==> src/rtl/cla_multicycle_adder_if.sv <==
// rtl/cla_multicycle_adder_if.sv - start/busy/done operand and result bundle for cla_multicycle_adder
interface cla_multicycle_adder_if #(
  parameter int WIDTH = 16
);
  logic             start;
  logic [WIDTH-1:0] a;
  logic [WIDTH-1:0] b;
  logic             cin;
  logic             sub;
  logic             busy;
  logic             done;
  logic [WIDTH-1:0] sum;
  logic             cout;
  logic             overflow;

  modport master (
    output start, a, b, cin, sub,
    input  busy, done, sum, cout, overflow
  );

  modport slave (
    input  start, a, b, cin, sub,
    output busy, done, sum, cout, overflow
  );
endinterface

==> src/rtl/cla_multicycle_adder.sv <==
// rtl/cla_multicycle_adder.sv - multi-cycle add/subtract, one SLICE-bit CLA slice per clock, LSB first
module cla_multicycle_adder #(
  parameter int WIDTH = 16,
  parameter int SLICE = 4
) (
  input logic                    clk,
  input logic                    rst,
  cla_multicycle_adder_if.slave  bus
);
  localparam int NSLICE = WIDTH / SLICE;
  localparam int CW     = (NSLICE > 1) ? $clog2(NSLICE) : 1;
  localparam logic [CW-1:0] LAST = CW'(NSLICE - 1);

  localparam logic [1:0] S_IDLE = 2'd0;
  localparam logic [1:0] S_RUN  = 2'd1;
  localparam logic [1:0] S_DONE = 2'd2;

  if (WIDTH % SLICE != 0) begin : g_bad_width
    $error("cla_multicycle_adder: WIDTH must be a multiple of SLICE");
  end

  logic [1:0]       state;
  logic [CW-1:0]    cnt;
  logic             carry;
  logic [WIDTH-1:0] op_a;
  logic [WIDTH-1:0] op_b;
  logic [WIDTH-1:0] res;
  logic [WIDTH-1:0] sum_r;
  logic             cout_r;
  logic             ovf_r;

  logic [SLICE-1:0] sl_a;
  logic [SLICE-1:0] sl_b;
  logic [SLICE-1:0] sl_g;
  logic [SLICE-1:0] sl_p;
  logic [SLICE-1:0] sl_s;
  logic [SLICE:0]   sl_c;
  logic [WIDTH-1:0] res_next;

  // One CLA slice fed by the registered inter-slice carry
  always_comb begin
    sl_a    = op_a[cnt*SLICE +: SLICE];
    sl_b    = op_b[cnt*SLICE +: SLICE];
    sl_g    = sl_a & sl_b;
    sl_p    = sl_a ^ sl_b;
    sl_c    = '0;
    sl_c[0] = carry;
    for (int i = 0; i < SLICE; i++) begin
      sl_c[i+1] = sl_g[i] | (sl_p[i] & sl_c[i]);
    end
    sl_s     = sl_p ^ sl_c[SLICE-1:0];
    res_next = res;
    res_next[cnt*SLICE +: SLICE] = sl_s;
  end

  always_ff @(posedge clk or posedge rst) begin
    if (rst) begin
      state  <= S_IDLE;
      cnt    <= '0;
      carry  <= 1'b0;
      op_a   <= '0;
      op_b   <= '0;
      res    <= '0;
      sum_r  <= '0;
      cout_r <= 1'b0;
      ovf_r  <= 1'b0;
    end else begin
      case (state)
        S_IDLE, S_DONE: begin
          // The done cycle accepts start exactly like idle, so back-to-back ops have no bubble
          if (bus.start) begin
            op_a  <= bus.a;
            op_b  <= bus.sub ? ~bus.b : bus.b;
            carry <= bus.sub | bus.cin;
            cnt   <= '0;
            state <= S_RUN;
          end else begin
            state <= S_IDLE;
          end
        end
        S_RUN: begin
          res   <= res_next;
          carry <= sl_c[SLICE];
          if (cnt == LAST) begin
            sum_r  <= res_next;
            cout_r <= sl_c[SLICE];
            ovf_r  <= sl_c[SLICE-1] ^ sl_c[SLICE];
            cnt    <= '0;
            state  <= S_DONE;
          end else begin
            cnt <= cnt + 1'b1;
          end
        end
        default: state <= S_IDLE;
      endcase
    end
  end

  assign bus.busy     = (state == S_RUN);
  assign bus.done     = (state == S_DONE);
  assign bus.sum      = sum_r;
  assign bus.cout     = cout_r;
  assign bus.overflow = ovf_r;
endmodule

==> src/flat_wrapper.sv <==
// flat-port wrapper written by rule: the top's interface ports become plain ports
module cla_multicycle_adder_flat 
#(
  parameter int WIDTH = 16,
  parameter int SLICE = 4
)
  (clk, rst, bus_start, bus_a, bus_b, bus_cin, bus_sub, bus_busy, bus_done, bus_sum, bus_cout, bus_overflow);
  cla_multicycle_adder_if #(.WIDTH(WIDTH)) bus_i ();
  input logic clk;
  input logic rst;
  input wire logic [$bits(bus_i.start)-1:0] bus_start;
  input wire logic [$bits(bus_i.a)-1:0] bus_a;
  input wire logic [$bits(bus_i.b)-1:0] bus_b;
  input wire logic [$bits(bus_i.cin)-1:0] bus_cin;
  input wire logic [$bits(bus_i.sub)-1:0] bus_sub;
  output wire logic [$bits(bus_i.busy)-1:0] bus_busy;
  output wire logic [$bits(bus_i.done)-1:0] bus_done;
  output wire logic [$bits(bus_i.sum)-1:0] bus_sum;
  output wire logic [$bits(bus_i.cout)-1:0] bus_cout;
  output wire logic [$bits(bus_i.overflow)-1:0] bus_overflow;
  assign bus_i.start = bus_start;
  assign bus_i.a = bus_a;
  assign bus_i.b = bus_b;
  assign bus_i.cin = bus_cin;
  assign bus_i.sub = bus_sub;
  assign bus_busy = bus_i.busy;
  assign bus_done = bus_i.done;
  assign bus_sum = bus_i.sum;
  assign bus_cout = bus_i.cout;
  assign bus_overflow = bus_i.overflow;
  cla_multicycle_adder #(.WIDTH(WIDTH), .SLICE(SLICE)) u_core (.clk(clk), .rst(rst), .bus(bus_i));
endmodule
==> config.mk <==
export PLATFORM = sky130hd
export DESIGN_NAME = cla_multicycle_adder_flat
export DESIGN_NICKNAME = d
export VERILOG_FILES = /design/src/rtl/cla_multicycle_adder_if.sv /design/src/rtl/cla_multicycle_adder.sv /design/src/flat_wrapper.sv
export SDC_FILE = /design/constraint.sdc
export NUM_CORES = 1
export LEC_CHECK = 0
export CAP_MARGIN = 10
export CELL_PAD_IN_SITES_DETAIL_PLACEMENT = 0
export CELL_PAD_IN_SITES_GLOBAL_PLACEMENT = 2
export CORE_MARGIN = 4
export CORE_UTILIZATION = 35
export DETAILED_ROUTE_END_ITERATION = 6
export PLACE_DENSITY = 0.91
export SYNTH_ARGS = -nofsm -noshare
export SYNTH_HDL_FRONTEND = slang
export SYNTH_SLANG_ARGS = --single-unit
==> constraint.sdc <==
create_clock -name clk -period 3.7 [get_ports clk]
set_input_delay 0.37 -clock clk [delete_from_list [all_inputs] [get_ports clk]]
set_output_delay 0.37 -clock clk [all_outputs]
set_load 0.05 [all_outputs]
# Yosys cells after proc, flatten, opt, wreduce, memory -nomap -nowiden
# Cells that the tools add are included.
# Widths: inputs -> output; s select.
totals:
  mem_bits_ro: 0
  regBits: 71
  input_bits: 37
  latchBits: 0
  mem_count: 0
  ramBits: 0
classes:
  n_lt_le_gt_ge: 0
  n_mul: 0
  n_bitwise: 14
  n_reduce_logical: 6
  div_mod_pow: 0
  mux: 10
  n_eq_ne: 5
  n_shift: 4
  addsub: 2
op_table:
  columns: ["op", "n"]
  rows:
  - ["$neg 4->34", 1]
  - ["$shift 4x34->16 const A", 1]
  - ["$shiftx 4x34->16", 1]
  - ["$shiftx 16x5->4", 2]
  - ["$bwmux 16", 1]
  - ["$mux 16", 1]
  - ["$not 16->16", 1]
  - ["$pmux 2 s2", 2]
  - ["$xor 4x4->4", 2]
  - ["$mux 2", 3]
  - ["$reduce_and 2->1", 3]
  - ["$or 1x1->1", 5]
  - ["$and 1x1->1", 4]
  - ["$and 4x4->4", 1]
  - ["$eq 2x2->1 const B", 2]
  - ["$add 2x1->2 const B", 1]
  - ["$eq 2x1->1 const B", 1]
  - ["$logic_not 2->1", 1]
  - ["$mux 1", 2]
  - ["$ne 2x1->1 const B", 1]
  - ["$ne 2x2->1 const B", 1]
  - ["$pmux 1 s2", 1]
  - ["$reduce_bool 2->1", 1]
  - ["$reduce_or 2->1", 1]
  - ["$xor 1x1->1", 1]

# Longest topological paths before layout
# Gate-level depths: netlist of run 1.
logic_depth:
  word_depth: 11
  ltp_mapped: 11
  depth_no_buf: 9

# Worst setup path after synthesis of run 1
# No wires, ideal clock.
synth_path:
  path_type: "register -> register"
  from: "reg u_core.cnt[0]"
  to: "reg u_core.ovf_r (netlist: u_core.bus.overflow)"
  path_buffers: 1
  arrival_ps: 2845
  setup_slack_ps: 730
  t_required_ps: 3575
  period_less_slack_ps: 2970
  path_stages_with_launch: 11
  path_cell_list: "dfrtp_1 -> buf_6 -> mux4_1 -> fa_1 -> inv_1 -> fa_1 -> fa_1 -> inv_1 -> fa_1 -> xnor2_1 -> mux2_2"
synth_via:
  elab_chain_cells: 11
  word_cells_on_any_way: 15
  classes_between: "1 x eq/ne; 2 x shift; 11 x bitwise; 1 x reduce/logical"
synth_rtl:
  columns: ["item", "line", "source"]
  rows:
  - ["from (decl)", "cla_multicycle_adder.sv:23", "logic [CW-1:0] cnt;"]
  - ["from (signal assigned)", "cla_multicycle_adder.sv:91", "cnt <= cnt + 1'b1;"]
  - ["$shiftx 16x5->4, on equally long branches", "cla_multicycle_adder.sv:42, cla_multicycle_adder.sv:43", null]
  - ["$xor 4x4->4", "cla_multicycle_adder.sv:45", "sl_p = sl_a ^ sl_b;"]
  - ["$and 1x1->1", "cla_multicycle_adder.sv:49", "sl_c[i+1] = sl_g[i] | (sl_p[i] & sl_c[i]);"]
  - ["$or 1x1->1", "cla_multicycle_adder.sv:49", null]
  - ["$and 1x1->1", "cla_multicycle_adder.sv:49", null]
  - ["$or 1x1->1", "cla_multicycle_adder.sv:49", null]
  - ["$and 1x1->1", "cla_multicycle_adder.sv:49", null]
  - ["$or 1x1->1", "cla_multicycle_adder.sv:49", null]
  - ["$and 1x1->1", "cla_multicycle_adder.sv:49", null]
  - ["$or 1x1->1 *", "cla_multicycle_adder.sv:49", null]
  - ["net u_core.sl_c[4]", "cla_multicycle_adder.sv:37", "logic [SLICE:0] sl_c;"]
  - ["$xor 1x1->1 *", "cla_multicycle_adder.sv:87", "ovf_r <= sl_c[SLICE-1] ^ sl_c[SLICE];"]
  - ["to (signal assigned)", "cla_multicycle_adder.sv:87", null]
  - ["to (decl)", "cla_multicycle_adder.sv:30", "logic ovf_r;"]
# The timed path passes the listed nets; every way through them passes the cells marked *.
# A chain may end at the register's enable or synchronous reset.

# Worst setup path after layout of run 1
layout_path:
  from: "reg u_core.cnt[0]"
  to: "reg u_core.sum_r[11] (netlist: u_core.bus.sum[11])"
layout_via:
  elab_chain_cells: 11
  word_cells_on_any_way: 17
  classes_between: "1 x add/sub; 1 x eq/ne; 4 x shift; 1 x mux; 9 x bitwise; 1 x reduce/logical"
layout_rtl:
  columns: ["item", "line", "source"]
  rows:
  - ["$shiftx 16x5->4, on equally long branches", "cla_multicycle_adder.sv:42, cla_multicycle_adder.sv:43", null]
  - ["$xor 4x4->4", "cla_multicycle_adder.sv:45", null]
  - ["$and 1x1->1", "cla_multicycle_adder.sv:49", null]
  - ["$or 1x1->1", "cla_multicycle_adder.sv:49", null]
  - ["$and 1x1->1", "cla_multicycle_adder.sv:49", null]
  - ["$or 1x1->1", "cla_multicycle_adder.sv:49", null]
  - ["$and 1x1->1", "cla_multicycle_adder.sv:49", null]
  - ["$or 1x1->1", "cla_multicycle_adder.sv:49", null]
  - ["$xor 4x4->4", "cla_multicycle_adder.sv:51", "sl_s = sl_p ^ sl_c[SLICE-1:0];"]
  - ["$shiftx 4x34->16", "cla_multicycle_adder.sv:53", "res_next[cnt*SLICE +: SLICE] = sl_s;"]
  - ["$bwmux 16", "cla_multicycle_adder.sv:53", null]
  - ["to (signal assigned)", "cla_multicycle_adder.sv:85", "sum_r <= res_next;"]
  - ["to (decl)", "cla_multicycle_adder.sv:28", "logic [WIDTH-1:0] sum_r;"]
# Parallel ways exist; a longest one is shown, timed or not.

==> reports/metrics.csv, run 1 <==
stage,metric,value,unit
cells_and_area,layout_common_cells,"dfrtp_1, clkdlybuf4s50_1, nor2_1, nand2_1, mux2_2",
timing,min_period_over_period,84.8,%
timing,relSlewSlack,38.5,%
clock_network,insertion_delay,0.35,ns
placed_design,gp_congestion,0.749,
cells_and_area,fill_cells,925,
floorplan,io_pins,57,
worst_setup_path,r2r_slack,0.56,ns
floorplan,fp.dieH,107,µm
timing,rsz0062_at_grt,no,
grt,grt_util_all_layers,13.1,%
job,drv_cap,0,
worst_setup_path,path_class,reg2reg,
clock_network,hold_buffers,0,
cells_and_area,layout.area.seq,1780,µm²
drt,wl,7.03,mm
timing,period_minus_slack,3.14,ns
cells_and_area,fin_nets,386,
worst_setup_path,worstSetupEndpointType,register,
placed_design,pre_cts_ws,0.571,ns
floorplan,die_area,11500,µm²
cells_and_area,antenna_cells,0,
synth,ys_types,31,
drt,drt-vias-per-instance,4.76,
clock_network,cts-root-buf,clkbuf_8,
drt,route.detailed.drc,0,
power_and_ir_drop,p_leak,1.79,nW
cells_and_area,area_growth_syn_to_layout,23.6,%
cells_and_area,multi_input_area,1490,µm²
power_and_ir_drop,power_density,1030,nW/µm²
floorplan,coreArea,9680,µm²
clock_network,cts.sinks,71,
timing,max_freq,319,MHz
floorplan,fp-row-count,36,
timing,hold_violations,0,
timing,fin_setup_tns,0,ns
grt,grt-ovfl-total,0,
timing,worst_slack,0.562,ns
timing,worst_pin_slew,0.920,ns
timing,finalClockSkew,0.0117,ns
grt,grt_start_max_net_pins,72,
clock_network,cts.htree.levels,3,
clock_network,ctsResizeCount,0,
hold_path,min_path_type,reg2reg,
synth,ys_seq_area_share,51.4,%
grt,antenna_found_initial,0,
synth,synth.net_count,336,
cells_and_area,layout_commonest_cell,dfrtp_1,
synth,netlist_area,3460,µm²
clock_network,cts_tree,built,
grt,grt_pass1_wl,11.6,mm
outcome,status,completed,
clock_network,cts.path.max_buffers,2,
clock_network,cts-buffers-inserted,9,
worst_setup_path,worstPathArrival,3.41,ns
synth,synth_cells,289,
drt,wl_per_cell,14.8,µm
drt,vias,2267,
clock_network,clk_pin_slew,0.07,ns
floorplan,die_w,107,µm
synth,yosysWarnings,0,
grt,grt_pass1_vias,2252,
worst_setup_path,cp.required,3.97,ns
worst_setup_path,start_kind,register,
power_and_ir_drop,ir_worst_vdd,0.000366,V
cells_and_area,drive_above_1_share,13.4,%
placed_design,portBuffers,56,
placed_design,hpwlAfterDp,4.97,mm
timing,setup_viol,0,
floorplan,floorplan.initialDensity,35.7,%
synth,avgSynthCellArea,12.0,µm²
synth,synth-seq-cells,71,
timing,slew_violations,0,
clock_network,cts_setup_buffers,0,
drt,drtIter0Drc,125,
drt,firstDrtPassIters,4,
drt,ant_nets,0,
worst_setup_path,cp_max_fo,10,
logic make-up after synthesis:
group | synth area share (%)
AND/OR/NAND/NOR | 11.4
flip-flops | 51.4
AO/OA/AOI/OAI | 11.3
buffers and inverters | 5.46
multiplexers | 11.6
XOR/XNOR | 4.31
adder cells (fa/ha/maj) | 4.49
cell type report:
cell class	count	share of cell area, %
multi-input cells	187	34.9
clock buffers	9	2.90
flip-flops and latches	71	41.6
well taps	133	3.89
clock inverters	6	2.02
inverters	10	0.878
repair buffers	60	13.8
power breakdown:
part           leakage, nW  switching [mW]  internal [mW]
Clock                0.105           0.292          0.374
Sequential           0.878           0.207           1.13
Combinational        0.811            1.38           1.02
worst max-delay path, cell delays in order (launching register included):
cell and delay (ns):
dfrtp_1 0.52, mux4_1 0.62, fa_1 0.41, inv_1 0.08, fa_1 0.19, fa_1 0.22, inv_1 0.06, fa_1 0.69
a21oi_1 0.12, a21oi_1 0.15
path summary, 6_finish.rpt:
check	to	startpoint	cells past startpoint
max	u_core.bus.sum[11]	u_core.cnt[0]	9
min	u_core.op_b[13]	u_core.op_b[13]	2
max reg2reg	u_core.bus.sum[11]	u_core.cnt[0]	9
min reg2reg	u_core.op_b[13]	u_core.op_b[13]	2
max in group asynchronous	u_core.op_a[0]	rst	3
min in group asynchronous	u_core.bus.sum[12]	rst	3
Yosys cell counts, drive strengths merged:
| library cell | instances | area [µm²] |
|---|---|---|
| a21oi | 16 | 80.1 |
| a221o | 1 | 10.0 |
| a22o | 9 | 78.8 |
| a31oi | 8 | 50.1 |
| a32o | 8 | 80.1 |
| and2 | 1 | 6.26 |
| and3b | 1 | 8.76 |
| and4b | 1 | 11.3 |
| and4bb | 3 | 37.5 |
| buf | 20 | 148 |
| clkbuf | 1 | 3.75 |
| dfrtp | 71 | 1780 |
| fa | 4 | 80.1 |
| ha | 6 | 75.1 |
| inv | 10 | 37.5 |
| mux2 | 18 | 203 |
| mux4 | 8 | 199 |
| nand2 | 20 | 75.1 |
| nand2b | 18 | 120 |
| nand3 | 1 | 5.00 |
| nor2 | 20 | 75.1 |
| nor2b | 9 | 56.3 |
| o21ai | 17 | 85.1 |
| o31ai | 1 | 7.51 |
| xnor2 | 17 | 149 |
metal layers:
layer  track usage, %  vias up  share of wire [%]
li1                 -     1105                  -
met3             3.72        9                5.9
met2             19.7       59                 46
met1             18.3     1094                 47
met5                0        -                  0
met4             4.06        0                1.4
sequential cells by signal, summed over array words and instances (netlist names), 2 cells and up:
name,count
u_core.bus.sum,16
u_core.cnt,2
u_core.op_a,16
u_core.op_b,16
u_core.res,16
u_core.state,2
metrics by stage:
| stage | std cells | utilization [%] | power (mW) | area (µm²) | hold slack [ns] |
|---|---|---|---|---|---|
| 5_1_grt | 476 | 44.1 | 4.73 | 4270 | 0.509 |
| 3_3_place_gp | 461 | 42.0 | 3.74 | 4060 | 0.455 |
| 3_5_place_dp | 461 | 42.0 | 3.79 | 4060 | 0.465 |
| 6_report | 476 | 44.1 | 4.41 | 4270 | 0.477 |
| 2_1_floorplan | 289 | - | 3.10 | 3460 | 0.442 |
| 4_1_cts | 476 | 44.1 | 4.46 | 4270 | 0.481 |
Power figures use the tool's default switching activity.
==> inputs of run 2 (changes only) <==
--- a/config.mk
+++ b/config.mk
@@ -9,9 +9,9 @@
 export CELL_PAD_IN_SITES_DETAIL_PLACEMENT = 0
 export CELL_PAD_IN_SITES_GLOBAL_PLACEMENT = 2
 export CORE_MARGIN = 4
-export CORE_UTILIZATION = 35
+export CORE_UTILIZATION = 32
 export DETAILED_ROUTE_END_ITERATION = 6
-export PLACE_DENSITY = 0.91
+export PLACE_DENSITY = 0.88
 export SYNTH_ARGS = -nofsm -noshare
 export SYNTH_HDL_FRONTEND = slang
 export SYNTH_SLANG_ARGS = --single-unit
==> constraint.sdc (replaced) <==
create_clock -name clk -period 2.5 [get_ports clk]
set_input_delay 0.25 -clock clk [delete_from_list [all_inputs] [get_ports clk]]
set_output_delay 0.25 -clock clk [all_outputs]
set_load 0.05 [all_outputs]
==> reports/metrics.csv, run 2 (synthesized netlist as in run 1, its figures left out) <==
stage,metric,value,unit,change
worst_setup_path,crit_top_cell,fa_2,,was fa_1
timing,hold_violations,0,,unchanged
floorplan,coreArea,10400,µm²,was 9680 µm²
cells_and_area,antenna_cells,0,,unchanged
timing,slew_violations,0,,unchanged
grt,grt_util_all_layers,12.0,%,was 13.1%
drt,vias,2342,,was 2267
drt,ant_nets,0,,unchanged
worst_setup_path,ff2ff_path_depth,9,,unchanged
worst_setup_path,start_kind,register,,unchanged
floorplan,fp.dieH,112,µm,was 107 µm
worst_setup_path,cp-startpoint,u_core.cnt[0],,unchanged
cells_and_area,layout_commonest_cell,dfrtp_1,,unchanged
clock_network,cts.sinks,71,,unchanged
outcome,violations,negative setup slack,,
clock_network,cts.path.max_buffers,2,,unchanged
timing,timing.hold.ws,0.311,ns,was 0.477 ns
worst_setup_path,r2r-end,u_core.bus.sum[15],,was u_core.bus.sum[11]
placed_design,place_area,4210,µm²,was 4060 µm²
power_and_ir_drop,clkPwrFrac,14.9,%,was 15.1%
timing,rsz0062_at_grt,yes,,was no
cells_and_area,layout_common_cells,"dfrtp_1, clkdlybuf4s50_1, nand2_1, nor2_1",,"was dfrtp_1, clkdlybuf4s50_1, nor2_1, nand2_1, mux2_2"
timing,finalClockSkew,0.0105,ns,was 0.0117 ns
timing,relSlewSlack,57.2,%,was 38.5%
grt,antenna_found_initial,0,,unchanged
timing,min_period_over_period,112,%,was 84.8%
outcome,status,"finished, violations left",,was completed
clock_network,cts-root-buf,clkbuf_8,,unchanged
floorplan,floorplan.initialDensity,33.2,%,was 35.7%
timing,worst_slack,-0.288,ns,was 0.562 ns
worst_setup_path,worstSetupEndpointType,register,,unchanged
power_and_ir_drop,finalPower,7.32,mW,was 4.41 mW
timing,period_minus_slack,2.79,ns,was 3.14 ns
worst_setup_path,crit_path_cell_trace,"mux4_2, fa_2, inv_2, fa_2, fa_2, inv_2, fa_2, a21oi_1, a21oi_1",,"was mux4_1, fa_1, inv_1, fa_1, fa_1, inv_1, fa_1, a21oi_1, a21oi_1"
power_and_ir_drop,ir_worst_vdd,0.000623,V,was 0.000366 V
worst_setup_path,slowest_stage,fa_2,,was fa_1
worst_setup_path,cp-endpoint,u_core.bus.sum[15],,was u_core.bus.sum[11]
power_and_ir_drop,p_seq_share,26.9,%,was 30.3%
job,drv_cap,0,,unchanged
power_and_ir_drop,internal_power,4.30,mW,was 2.52 mW
worst_setup_path,r2r_slack,-0.29,ns,was 0.56 ns
worst_setup_path,worstPathArrival,3.06,ns,was 3.41 ns
clock_network,cts-buffers-inserted,9,,unchanged
placed_design,gp_congestion,0.731,,was 0.749
worst_setup_path,cp_max_fo,8,,was 10
worst_setup_path,r2r_start,u_core.cnt[0],,unchanged
power_and_ir_drop,swShare,41.3,%,was 42.8%
clock_network,cts.htree.levels,3,,unchanged
power_and_ir_drop,p_comb_share,58.2,%,was 54.5%
grt,grt-ovfl-total,0,,unchanged
clock_network,hold_buffers,0,,unchanged
cells_and_area,drive_above_1_share,20.8,%,was 13.4%
cells_and_area,area_growth_syn_to_layout,29.3,%,was 23.6%
placed_design,hpwlAfterDp,5.39,mm,was 4.97 mm
worst_setup_path,cpPeakStageDelay,0.65,ns,was 0.69 ns
floorplan,fp-row-count,37,,was 36
power_and_ir_drop,power.switching,3.02,mW,was 1.88 mW
drt,drt-vias-per-instance,4.77,,was 4.76
floorplan,die_area,12500,µm²,was 11500 µm²
timing,max_freq,359,MHz,was 319 MHz
worst_setup_path,path_class,reg2reg,,unchanged
grt,grt_pass1_wl,11.9,mm,was 11.6 mm
cells_and_area,fin_nets,397,,was 386
hold_path,min_path_type,in2async,,was reg2reg
drt,route.detailed.drc,0,,unchanged
floorplan,io_pins,57,,unchanged
drt,firstDrtPassIters,4,,unchanged
cells_and_area,final_cell_area,4470,µm²,was 4270 µm²
floorplan,die_w,112,µm,was 107 µm
clock_network,cts_tree,built,,unchanged
cells_and_area,final_core_util,42.9,%,was 44.1%
drt,wl,7.25,mm,was 7.03 mm
grt,grt_start_max_net_pins,32,,was 72
timing,setup_viol,19,,was 0
drt,wl_per_cell,14.8,µm,about the same
placed_design,portBuffers,56,,unchanged
worst_setup_path,cp.required,2.77,ns,was 3.97 ns
drt,drtIter0Drc,76,,was 125
power_and_ir_drop,power_density,1640,nW/µm²,was 1030 nW/µm²
power_and_ir_drop,p_leak,1.88,nW,was 1.79 nW
clock_network,insertion_delay,0.35,ns,about the same
timing,worst_pin_slew,0.640,ns,was 0.920 ns
clock_network,clk_pin_slew,0.07,ns,about the same
grt,grt_pass1_vias,2420,,was 2252
run 2: per-stage QoR:
| stage | TNS [ns] | setup WS (ns) | cells |
|---|---|---|---|
| 6_report | -2.81 | -0.288 | 491 |
| 5_1_grt | -4.42 | -0.408 | 491 |
| 4_1_cts | -3.24 | -0.301 | 491 |
| 3_5_place_dp | -3.11 | -0.312 | 474 |
| 3_3_place_gp | -2.17 | -0.239 | 474 |
| 2_1_floorplan | -3.74 | -0.338 | 289 |
run 2: worst max-delay path: cells and delay by family, from the launching register on:
| kind | cells | cell delay, ns |
|---|---|---|
| AO/OA/AOI/OAI | 2 | 0.22 |
| flip-flops | 1 | 0.42 |
| buffers and inverters | 2 | 0.10 |
| adder cells (fa/ha/maj) | 4 | 1.44 |
| multiplexers | 1 | 0.53 |
run 2: final cells by class:
cell class                 count  area, µm²
clock buffer                  10        128
clock inverter                 6        109
fill                         979       5940
inverter                      10       37.5
multi-input combinational    187       1550
sequential                    71       1780
tap                          136        170
timing repair buffer          71        702
run 2: how the worst min path moves through the flow:
| stage | start | end | slack, ns |
|---|---|---|---|
| after global routing | rst | u_core.bus.sum[13] | 0.36 |
| after global placement | u_core.op_b[15] | u_core.op_b[15] | 0.46 |
| final | rst | u_core.bus.sum[13] | 0.31 |
| after detailed placement | u_core.op_b[14] | u_core.op_b[14] | 0.47 |
| after CTS | rst | u_core.bus.sum[13] | 0.33 |
| after floorplan | bus_a[10] | u_core.op_a[10] | 0.40 |
run 2: metal layers:
| layer | vias up | track usage, % | wire (µm) |
|---|---|---|---|
| met5 | - | 0 | 0 |
| met4 | 0 | 4.73 | 140 |
| met3 | 13 | 3.37 | 337 |
| met2 | 63 | 19.3 | 3470 |
| li1 | 1126 | - | - |
| met1 | 1140 | 15.2 | 3300 |
run 2: timing repair:
| action | CTS | global route |
|---|---|---|
| endpoints found under the setup margin | 19 | 19 |
| resized for setup | 2 | 2 |
| pin swaps | 5 | 6 |
| setup buffers | 1 | 0 |
run 2: power groups by stage:
stage / Combinational, mW / Sequential (mW) / Clock, mW
finish: 4.26 / 1.97 / 1.09
global route: 4.57 / 2.04 / 1.17
CTS: 4.30 / 1.98 / 1.11
detailed placement: 4.22 / 2.00 / 0
global placement: 4.14 / 1.98 / 0
floorplan: 2.55 / 2.43 / 0
==> inputs of run 3 (changes only) <==
==> constraint.sdc (replaced) <==
create_clock -name clk -period 2.5 [get_ports clk]
set_input_delay 0.5 -clock clk [delete_from_list [all_inputs] [get_ports clk]]
set_output_delay 0.5 -clock clk [all_outputs]
set_load 0.05 [all_outputs]
==> reports/metrics.csv, run 3 (synthesized netlist as in run 1, its figures left out) <==
stage,metric,value,unit,change
outcome,status,"finished, violations left",,unchanged
outcome,violations,negative setup slack,,unchanged
cells_and_area,antenna_cells,0,,unchanged
clock_network,cts-buffers-inserted,9,,unchanged
power_and_ir_drop,power_density,1650,nW/µm²,was 1640 nW/µm²
worst_setup_path,worstPathArrival,3.10,ns,was 3.06 ns
cells_and_area,instances_no_fill,491,,unchanged
worst_setup_path,cpPeakStageDelay,0.66,ns,was 0.65 ns
worst_setup_path,critical_path_buf_inv_count,2,,unchanged
cells_and_area,fin_nets,397,,unchanged
clock_network,hold_buffers,0,,unchanged
floorplan,fp-row-count,37,,unchanged
grt,grt-ovfl-total,0,,unchanged
power_and_ir_drop,ir_worst_vdd,0.000774,V,was 0.000623 V
timing,timing.hold.ws,0.482,ns,was 0.311 ns
timing,hold_violations,0,,unchanged
timing,relSlewSlack,65.5,%,was 57.2%
worst_setup_path,path_class,reg2reg,,unchanged
clock_network,clk_pin_slew,0.08,ns,was 0.07 ns
hold_path,min_to,u_core.op_b[11],,
timing,min_period_over_period,113,%,was 112%
clock_network,cts.htree.levels,3,,unchanged
placed_design,gp_congestion,0.714,,was 0.731
grt,grt_pass1_wl,11.9,mm,about the same
worst_setup_path,start_kind,register,,unchanged
placed_design,place_area,4200,µm²,was 4210 µm²
floorplan,fp.dieH,112,µm,unchanged
placed_design,portBuffers,56,,unchanged
worst_setup_path,crit_path_cell_trace,"mux4_2, fa_2, inv_2, fa_2, fa_2, inv_2, fa_2, a21oi_1, a21oi_1",,unchanged
clock_network,cts.sinks,71,,unchanged
cells_and_area,drive_above_1_share,21.4,%,was 20.8%
cells_and_area,area_growth_syn_to_layout,28.9,%,was 29.3%
floorplan,floorplan.initialDensity,33.2,%,unchanged
cells_and_area,fill_cells,1021,,was 979
timing,period_minus_slack,2.82,ns,was 2.79 ns
power_and_ir_drop,clkPwrFrac,14.0,%,was 14.9%
cells_and_area,final_core_util,42.8,%,was 42.9%
timing,worst_slack,-0.322,ns,was -0.288 ns
clock_network,cts_tree,built,,unchanged
worst_setup_path,r2r_slack,-0.32,ns,was -0.29 ns
clock_network,cts.path.max_buffers,2,,unchanged
drt,ant_nets,0,,unchanged
drt,drtIter0Drc,102,,was 76
placed_design,hpwlAfterDp,5.15,mm,was 5.39 mm
power_and_ir_drop,p_leak,1.87,nW,was 1.88 nW
timing,setup_viol,19,,unchanged
worst_setup_path,r2r_start,u_core.cnt[0],,unchanged
cells_and_area,layout_commonest_cell,dfrtp_1,,unchanged
placed_design,dp_cells,472,,was 474
timing,max_freq,354,MHz,was 359 MHz
timing,worst_pin_slew,0.516,ns,was 0.640 ns
job,drv_cap,0,,unchanged
power_and_ir_drop,p_comb_share,59.1,%,was 58.2%
grt,antenna_found_initial,0,,unchanged
worst_setup_path,cp_max_fo,8,,unchanged
power_and_ir_drop,swShare,41.6,%,was 41.3%
timing,finalClockSkew,0.00746,ns,was 0.0105 ns
clock_network,insertion_delay,0.35,ns,about the same
hold_path,hold_path_depth,2,,
floorplan,die_w,112,µm,unchanged
timing,rsz0062_at_grt,yes,,unchanged
worst_setup_path,path_delay_family,adder cells,,unchanged
placed_design,pre_cts_ws,-0.321,ns,was -0.312 ns
worst_setup_path,cp.required,2.78,ns,was 2.77 ns
drt,firstDrtPassIters,4,,unchanged
worst_setup_path,crit_top_cell,fa_2,,unchanged
timing,slew_violations,0,,unchanged
hold_path,min_path_type,reg2reg,,was in2async
grt,grt_start_max_net_pins,72,,was 32
floorplan,coreArea,10400,µm²,unchanged
drt,wl_per_cell,14.8,µm,about the same
cells_and_area,final_cell_area,4460,µm²,was 4470 µm²
drt,route.detailed.drc,0,,unchanged
worst_setup_path,r2r-end,u_core.bus.sum[7],,was u_core.bus.sum[15]
floorplan,io_pins,57,,unchanged
worst_setup_path,ff2ff_path_depth,9,,unchanged
drt,wl,7.27,mm,was 7.25 mm
grt,grt_pass1_vias,2452,,was 2420
worst_setup_path,slowest_stage,fa_2,,unchanged
clock_network,cts-root-buf,clkbuf_8,,unchanged
cells_and_area,layout_common_cells,"dfrtp_1, clkdlybuf4s50_1, nand2_1, nor2_1",,unchanged
drt,drt-vias-per-instance,4.74,,was 4.77
grt,grt_util_all_layers,12.0,%,about the same
hold_path,hold_start,u_core.op_b[11],,
power_and_ir_drop,p_seq_share,26.9,%,about the same
power_and_ir_drop,internal_power,4.28,mW,was 4.30 mW
floorplan,die_area,12500,µm²,unchanged
power_and_ir_drop,power.switching,3.05,mW,was 3.02 mW
worst_setup_path,worstSetupEndpointType,register,,unchanged
drt,vias,2326,,was 2342
## run 3: changes by cell type in the layout (fill, tap and decap cells not counted), sizes merged
cell / change
buf: +1
bufinv: -1
clkbuf: +1
clkdlybuf4s50: -1
clkinv: -1
clkinvlp: +1
## run 3: final cells by class
class	instances	area (µm²)	area share, %
Clock inverter	5	81.3	1.82
Sequential cell	71	1780	39.9
Clock buffer	11	141	3.17
Timing Repair Buffer	71	699	15.7
Inverter	10	37.5	0.842
Multi-Input combinational cell	187	1550	34.8
Tap cell	136	170	3.82
## run 3: worst min-delay path: cells and delay by family, from the launching register on
kind,cells,cell delay (ns)
AOI/OAI and AO/OA,1,0.06
and+or+nand+nor,1,0.05
DFF,1,0.35
## run 3: stage by stage
| stage | power [mW] | setup TNS, ns |
|---|---|---|
| floorplan | 4.98 | -3.74 |
| global placement | 6.12 | -2.07 |
| detailed placement | 6.19 | -3.43 |
| CTS | 7.26 | -3.36 |
| global route | 7.78 | -4.69 |
| finish | 7.34 | -3.18 |
## run 3: power by group through the flow
stage | combinational, mW | clock, mW | sequential, mW
2_1_floorplan | 2.55 | 0 | 2.43
3_3_place_gp | 4.14 | 0 | 1.98
3_5_place_dp | 4.19 | 0 | 2.00
4_1_cts | 4.22 | 1.06 | 1.98
5_1_grt | 4.64 | 1.10 | 2.04
6_report | 4.33 | 1.03 | 1.97
## run 3: worst max-delay path by stage
| stage | from | endpoint | cells after the start | slack (ns) |
|---|---|---|---|---|
| final | u_core.cnt[0] | u_core.bus.sum[7] | 9 | -0.32 |
| after global routing | u_core.cnt[0] | u_core.bus.sum[7] | 9 | -0.43 |
| after CTS | u_core.cnt[0] | u_core.bus.sum[11] | 9 | -0.32 |
| after detailed placement | u_core.cnt[0] | u_core.bus.sum[11] | 9 | -0.32 |
| after global placement | u_core.cnt[0] | u_core.bus.sum[11] | 9 | -0.23 |
| after floorplan | u_core.cnt[0] | u_core.res[3] | 10 | -0.34 |
## run 3: timing repair
| action | CTS | global route |
|---|---|---|
| hold endpoints to repair | 0 | 0 |
| buffers inserted | 1 | 2 |
| gates resized for setup | 0 | 5 |
| setup endpoints to repair | 19 | 19 |
| pin swaps | 6 | 3 |
## run 3: per-layer routing
layer | vias up | global-route usage, % | wire length [µm]
met5 | - | 0 | 0
met4 | 0 | 4.81 | 110
met3 | 11 | 3.10 | 374
met2 | 61 | 20.2 | 3540
met1 | 1129 | 14.8 | 3250
li1 | 1125 | - | -
